## config.mk

```make
export PLATFORM = sky130hd
export DESIGN_NAME = systolic_feeder
export DESIGN_NICKNAME = d
export VERILOG_FILES = /design/src/rtl/systolic_feeder.sv
export SDC_FILE = /design/constraint.sdc
export NUM_CORES = 1
export LEC_CHECK = 0
export CAP_MARGIN = 20
export CORE_MARGIN = 5
export CORE_UTILIZATION = 57
export CTS_BUF_LIST = sky130_fd_sc_hd__clkbuf_8 sky130_fd_sc_hd__clkbuf_16
export DETAILED_ROUTE_END_ITERATION = 7
export HOLD_SLACK_MARGIN = 0.08
export PLACE_DENSITY = 0.79
export SYNTH_ARGS = -nofsm -noshare
export SYNTH_HDL_FRONTEND = slang
export SYNTH_SLANG_ARGS = --single-unit
```

## constraint.sdc

```tcl
create_clock -name clk -period 3.7 [get_ports clk]
set_input_delay 0.74 -clock clk [delete_from_list [all_inputs] [get_ports clk]]
set_output_delay 0.74 -clock clk [all_outputs]
set_load 0.1 [all_outputs]
```

## src/rtl/systolic_feeder.sv

```systemverilog
// Operand buffer and skewed west/north stream driver for an NxN output-stationary systolic array.
// FEEDER_AUTOCLR_EN adds a one-cycle CLEAR state that pulses arr_rst before each feed.
module systolic_feeder #(
  parameter int N      = 4,
  parameter int DATA_W = 16,
  parameter int OUT_W  = 32
) (
  input  logic                 clk,
  input  logic                 rst,
  input  logic                 ld_valid,
  output logic                 ld_ready,
  input  logic                 ld_sel,
  input  logic [$clog2(N)-1:0] ld_row,
  input  logic [$clog2(N)-1:0] ld_col,
  input  logic [DATA_W-1:0]    ld_data,
  input  logic                 start,
  output logic                 busy,
  output logic                 done,
  output logic                 arr_rst,
  output logic [N*OUT_W-1:0]   west_o,
  output logic [N*OUT_W-1:0]   north_o
);

  localparam int IW     = $clog2(N);
  localparam int T_LAST = 3*N - 3;
  localparam int TW     = $clog2(3*N - 2);

  typedef enum logic [1:0] {S_IDLE, S_CLEAR, S_FEED, S_DONE} state_t;

  state_t              state, state_nxt;
  logic [TW-1:0]       t, t_nxt;
  logic [DATA_W-1:0]   mem_a [N][N];
  logic [DATA_W-1:0]   mem_b [N][N];
  logic [N*OUT_W-1:0]  west_nxt, north_nxt;
  logic                ld_fire;

  assign ld_ready = (state == S_IDLE);
  assign ld_fire  = ld_valid && ld_ready;
  assign busy     = (state != S_IDLE);
  assign done     = (state == S_DONE);
`ifdef FEEDER_AUTOCLR_EN
  assign arr_rst  = (state == S_CLEAR);
`else
  assign arr_rst  = 1'b0;
`endif

  always_comb begin
    state_nxt = state;
    t_nxt     = t;
    case (state)
      S_IDLE: begin
        // A load in the same cycle as start wins; start is dropped.
        if (start && !ld_valid) begin
`ifdef FEEDER_AUTOCLR_EN
          state_nxt = S_CLEAR;
`else
          state_nxt = S_FEED;
`endif
          t_nxt = '0;
        end
      end
      S_CLEAR: begin
        state_nxt = S_FEED;
        t_nxt     = '0;
      end
      S_FEED: begin
        if (t == TW'(T_LAST)) state_nxt = S_DONE;
        else                  t_nxt     = t + TW'(1);
      end
      S_DONE:  state_nxt = S_IDLE;
      default: state_nxt = S_IDLE;
    endcase
  end

  // Lanes are computed for the upcoming phase so the registered outputs line up with it.
  always_comb begin
    west_nxt  = '0;
    north_nxt = '0;
    if (state_nxt == S_FEED) begin
      for (int i = 0; i < N; i++) begin
        if (int'(t_nxt) >= i && int'(t_nxt) <= i + N - 1) begin
          west_nxt[i*OUT_W +: OUT_W]  = OUT_W'(mem_a[i][IW'(int'(t_nxt) - i)]);
          north_nxt[i*OUT_W +: OUT_W] = OUT_W'(mem_b[IW'(int'(t_nxt) - i)][i]);
        end
      end
    end
  end

  always_ff @(posedge clk) begin
    if (rst) begin
      state   <= S_IDLE;
      t       <= '0;
      west_o  <= '0;
      north_o <= '0;
      for (int r = 0; r < N; r++) begin
        for (int c = 0; c < N; c++) begin
          mem_a[r][c] <= '0;
          mem_b[r][c] <= '0;
        end
      end
    end else begin
      state   <= state_nxt;
      t       <= t_nxt;
      west_o  <= west_nxt;
      north_o <= north_nxt;
      if (ld_fire) begin
        if (ld_sel) mem_b[ld_row][ld_col] <= ld_data;
        else        mem_a[ld_row][ld_col] <= ld_data;
      end
    end
  end

endmodule

```

==> key figures, run 1 <==
Outcome
  – Status: finished clean

Job
  – Maxcap violations: 0

Synthesis
  – Yosys warns: 0
  – Synth Instances: 1973
  – Post-synth ARST share: 0%
  – Cell taking the most area after synthesis: edfxtp_1
  – Post-synth EDFFs: 512
  – Syn_area_per_cell: 14.0 um2
  – Main area contributors after synthesis: edfxtp_1, and2_1, dfxtp_1
  – Seq cells post-synth: 646
  – Synth cell count leaders: and2_1, edfxtp_1, buf_4, dfxtp_1, clkbuf_1
  – Yosys top cell area share: 55.7%
  – Post-synthesis sequential area ratio: 65.4%
  – Count leader, synth: and2_1
  – Post-Syn Area: 27600 um2
  – Top FF cell, synth: edfxtp_1
  – Yosys cell types: 47

Critical path
  – Worst setup path class: reg2reg
  – Worst EP required: 4.26 ns
  – CP Data Arrival Time: 3.57 ns
  – CP Max Fanout: 34
  – Startpoint Class: flop
  – R2R depth: 11
  – CP endpoint kind: flop

Timing
  – Unrepaired setup endpoints after global routing: false
  – Rel. slew slack: 29.5%
  – Slew Limit Fails: 0
  – Post-route setup TNS: 0 ns
  – Max Freq: 332 MHz
  – Period utilisation layout: 81.4%
  – Fin Clk Skew: 0.0191 ns
  – Final min period: 3.01 ns
  – Final Hold Fails: 0
  – Worst Tran Pin Value: 1.05 ns
  – Final setup violation count: 0

Pwr
  – Leakage power: 11.9 nW
  – Maximum VDD drop: 0.325 mV
  – PwrDens: 543 nW/um2
  – Total power: 17.1 mW

Clock network
  – CTS tree: done
  – Clock root buffer: clkbuf_16
  – Total CTS buffers: 60
  – PostCTS Resize Cnt: 0
  – Htree depth: 2
  – Worst-path clk slew: 0.06 ns
  – Cts hold-fix bufs: 0
  – Clk_lat worst skew: 0.62 ns
  – Max clock buf depth: 3
  – Post-CTS setup repair buffer count: 0
  – Clk sink count: 646

Route
  – DRT Pass-1 Iters: 5
  – Vias per cell: 5.61
  – Routed WL: 62.0 mm
  – Via count: 15563
  – DRT iter0 DRCs: 1496
  – Post-route ant nets: 0
  – DR WL/cell: 22.3 um
  – Drc violations: 0

GRT
  – Total track usage: 23.0%
  – Largest net degree at the start of global routing: 74
  – First-pass GRT wire length: 94.2 mm
  – Vias in the first global route: 16010
  – GRT overflow: 0
  – Antenna violations before repair: 2

Floorplan
  – Initial Util: 57.7%
  – Top Ports: 285
  – Die H: 230 um
  – Num rows: 80
  – Die Width: 230 um
  – Core Area: 47800 um2
  – Die ar.: 53000 um2

Layout
  – Synthesis-to-layout area growth: 13.7%
  – Share of cells above drive strength 1: 13.1%
  – Nets: 2140

Place
  – Hpwl dp: 37.1 mm
  – Gp weighted congestion: 0.846
  – Port Buffers: 155

Hold path
  – Hold Crit Class: reg2reg
  – Hold path depth: 2
==> cell type report <==
| class | instances | area, um2 |
|---|---|---|
| sequential | 646 | 18100 |
| fill | 3226 | 16400 |
| multi-input combinational | 1158 | 8320 |
| timing repair buffer | 229 | 2180 |
| clock buffer | 79 | 1790 |
| tap | 615 | 769 |
| clock inverter | 34 | 255 |
| inverter | 11 | 48.8 |
| antenna | 1 | 2.50 |
==> cell families (layout without fill, tap and decap cells) <==
logic type / count (synthesis) / count (layout) / share of synthesized area (%)
flops: 646 / 646 / 65.4
other cells: 1 / 130 / 0.0136
fa+ha+maj: 9 / 9 / 0.408
buf+inv: 297 / 353 / 6.34
simple gates: 777 / 777 / 17.2
compound gates: 110 / 110 / 2.91
mux: 133 / 133 / 7.75
==> path summary, 6_finish.rpt <==
check / start / slack (ns) / to
worst max-delay path: state[1] / 0.69 / north_o[107]
worst min register to register: mem_b[1][59] / 0.54 / north_o[11]
worst max register to register: state[1] / 0.69 / north_o[107]
worst min-delay path: mem_b[1][59] / 0.54 / north_o[11]
==> stage by stage <==
stage / setup slack [ns] / instances / util [%] / cell area (um2) / hold slack [ns]
floorplan: 0.0722 / 2101 / - / 28100 / 0.479
global placement: 0.220 / 2659 / 61.4 / 29400 / 0.502
detailed placement: 0.180 / 2659 / 61.4 / 29400 / 0.519
CTS: 0.690 / 2772 / 65.7 / 31400 / 0.539
global route: 0.470 / 2773 / 65.7 / 31400 / 0.561
finish: 0.688 / 2773 / 65.7 / 31400 / 0.535
==> metal layers <==
layer	vias up	track usage, %	wire length, um
met5	-	0	0
met4	0	6.63	1610
met3	114	4.18	4460
met2	585	39.2	31200
met1	7873	30.7	24600
li1	6991	-	-
==> sequential cells by signal, summed over array words and instances, names as in the netlist <==
signal,cells
mem_a,256
north_o,64
state,2
t,4
west_o,64
mem_b,256
==> power by group <==
group	switching (mW)	total (mW)	internal [mW]	leakage [nW]
clock network	2.58	6.22	3.64	1.08
logic	1.95	2.66	0.714	4.47
registers	0.0965	8.18	8.09	6.39
total	4.62	17.1	12.4	11.9
==> worst max-delay path: stages (launching register included) <==
cell      delay (ns)
dfxtp_1         0.33
inv_1           0.09
ha_1            0.46
a21o_1          0.20
a22o_1          0.32
buf_4           0.44
ha_1            0.23
inv_1           0.04
o221a_2         0.11
a311oi_2        0.33
buf_12          0.23
and2_1          0.17
==> cell usage in the layout, fill, tap and decap left out, types with 2 or more instances in the layout <==
cell type          n
a211oi_1          64
a21oi_1            2
a311oi_2           2
and2_1           545
and3_1            64
buf_12             7
buf_4             70
bufinv_16          4
clkbuf_16         62
clkbuf_8          17
clkdlybuf4s50_1  151
clkinv_1           3
clkinv_2           8
conb_1           129
dfxtp_1          134
edfxtp_1         512
ha_1               8
inv_1             27
mux2_2             3
mux2i_1           65
mux4_2            64
nand2_1           12
nand2b_1           3
nand3_1            3
nor2_1            40
nor2b_1           36
nor4_1            32
o221a_2            2
o22ai_1           33
or2_2             33
or3_1              2
Power figures use the tool's default switching activity.
==> run 2: changes to the inputs <==
clock period = 2.9 ns   (was 3.7 ns; I/O delays follow)
==> run 2 against run 1 <==
Via count increased by 1.8%. Combinational power rose by 34%. Setup slack worse by 0.62 ns. Clock-buffer cell count shrank 2. Critical endpoint is now north_o[43].
==> key figures, run 2 (synthesis gave the netlist of run 1 again) <==
Critical path
  – CP endpoint kind: flop
  – Crit path buffers/inverters: 2
  – Worst setup path class: reg2reg
  – CP max stage cell: dfxtp_1
  – Startpoint Class: flop
  – Worst EP required: 3.42 ns
  – CP peak stage delay: 0.44 ns
  – CP Data Arrival Time: 3.35 ns
  – CP Max Fanout: 32
  – R2R depth: 11
  – Stages on the worst setup path: 11
  – CP cell instances: ha_1, or3b_1, mux2_2, and2_4, buf_4, ha_1, nor2b_1, o221a_2, a211o_1, buf_12, nor2b_1
  – Delay-heaviest family, CP: simple AND/OR/NAND/NOR gates

GRT
  – Total track usage: 23.6%
  – Antenna violations before repair: 3
  – Largest net degree at the start of global routing: 69
  – Vias in the first global route: 16231
  – GRT overflow: 0
  – First-pass GRT wire length: 96.3 mm

Timing
  – Worst Tran Pin Value: 0.569 ns
  – Period utilisation layout: 97.6%
  – Final setup violation count: 0
  – Rel. slew slack: 62.0%
  – Worst hold-check slack: 0.528 ns
  – Final Hold Fails: 0
  – Fin Clk Skew: 0.0234 ns
  – Final min period: 2.83 ns
  – Slew Limit Fails: 0
  – Unrepaired setup endpoints after global routing: false
  – Post-route setup TNS: 0 ns
  – Max Freq: 353 MHz

Floorplan
  – Die ar.: 53000 um2
  – Die Width: 230 um
  – Core Area: 47800 um2
  – Die H: 230 um
  – Num rows: 80
  – Initial Util: 57.7%
  – Top Ports: 285

Route
  – DRT Pass-1 Iters: 5
  – DR WL/cell: 22.5 um
  – Drc violations: 0
  – Via count: 15837
  – Post-route ant nets: 0
  – Routed WL: 63.1 mm
  – Vias per cell: 5.63
  – DRT iter0 DRCs: 1411

Clock network
  – Post-CTS setup repair buffer count: 0
  – Total CTS buffers: 67
  – PostCTS Resize Cnt: 0
  – Clock root buffer: clkbuf_16
  – Worst-path clk slew: 0.06 ns
  – Clk_lat worst skew: 0.59 ns
  – Htree depth: 3
  – Cts hold-fix bufs: 0
  – Max clock buf depth: 3
  – CTS tree: done
  – Clk sink count: 646

Hold path
  – Hold Crit Class: reg2reg
  – Hold path depth: 2

Place
  – Gp weighted congestion: 0.853
  – Port Buffers: 155
  – Hpwl dp: 38.2 mm
  – Placed cell count: 2687

Pwr
  – Total power: 22.3 mW
  – Maximum VDD drop: 0.483 mV
  – PwrDens: 704 nW/um2
  – Leakage power: 12.5 nW

Layout
  – Commonest non-fill, non-tap cell in the layout: and2_1
  – Nets: 2175
  – Share of cells above drive strength 1: 20.3%
  – # fillers: 3195
  – Largest regs: mem_a x256, mem_b x256
  – Most frequent cells in the layout: and2_1, edfxtp_1, buf_4
  – Final Non-Filler Cells: 2811
  – Synthesis-to-layout area growth: 14.9%
  – Util after Layout: 66.3%

Job
  – Maxcap violations: 0

Outcome
  – Status: finished clean
[run 2: changes by cell type in the layout (fill, tap and decap cells not counted), sizes merged]
| cell | delta |
|---|---|
| clkdlybuf4s50 | -127 |
| diode | +1 |
| clkinv | +4 |
| inv | +5 |
| clkbuf | -2 |
| bufinv | -1 |
| buf | +155 |
| clkinvlp | +3 |
[run 2: where the power goes]
group	total [mW]	switching [mW]	internal, mW	leakage [nW]
clock	8.34	3.49	4.85	1.14
sequential	10.4	0.125	10.3	6.39
combinational	3.57	2.53	1.04	4.98
total	22.3	6.14	16.2	12.5
[run 2: worst min-delay path, delay by kind of cell, from the launching register on]
family,cells,cell delay [ns]
AOI/OAI and AO/OA,1,0.11
muxes,1,0.06
DFF,1,0.31
[run 2: path summary, 6_finish.rpt]
| path | start | to | slack (ns) |
|---|---|---|---|
| worst min register to register | mem_a[0][34] | west_o[2] | 0.53 |
| worst max register to register | t[0] | north_o[43] | 0.07 |
| worst max-delay path | t[0] | north_o[43] | 0.07 |
| worst min-delay path | mem_a[0][34] | west_o[2] | 0.53 |
[run 2: layer usage]
| layer | share of wire (%) | global-route usage [%] |
|---|---|---|
| met2 | 50 | 39.9 |
| met5 | 0 | 0 |
| met4 | 2.8 | 8.18 |
| met1 | 39 | 31.2 |
| met3 | 7.8 | 4.03 |
[run 2: area by class of cell]
cell class,count,area [um2],share of cell area (%)
Clock inverter,45,287,0.903
Timing Repair Buffer,257,2380,7.49
Antenna cell,2,5.00,0.0158
Sequential cell,646,18100,56.9
Tap cell,615,769,2.42
Inverter,11,48.8,0.154
Clock buffer,77,1860,5.86
Multi-Input combinational cell,1158,8340,26.3
[run 2: metrics by stage]
step | instance area, um2 | setup slack, ns
after floorplan | 28200 | 0.00264
after global placement | 29600 | -0.153
after detailed placement | 29600 | -0.180
after CTS | 31700 | 0.103
after global routing | 31700 | 0.00121
final | 31700 | 0.0697
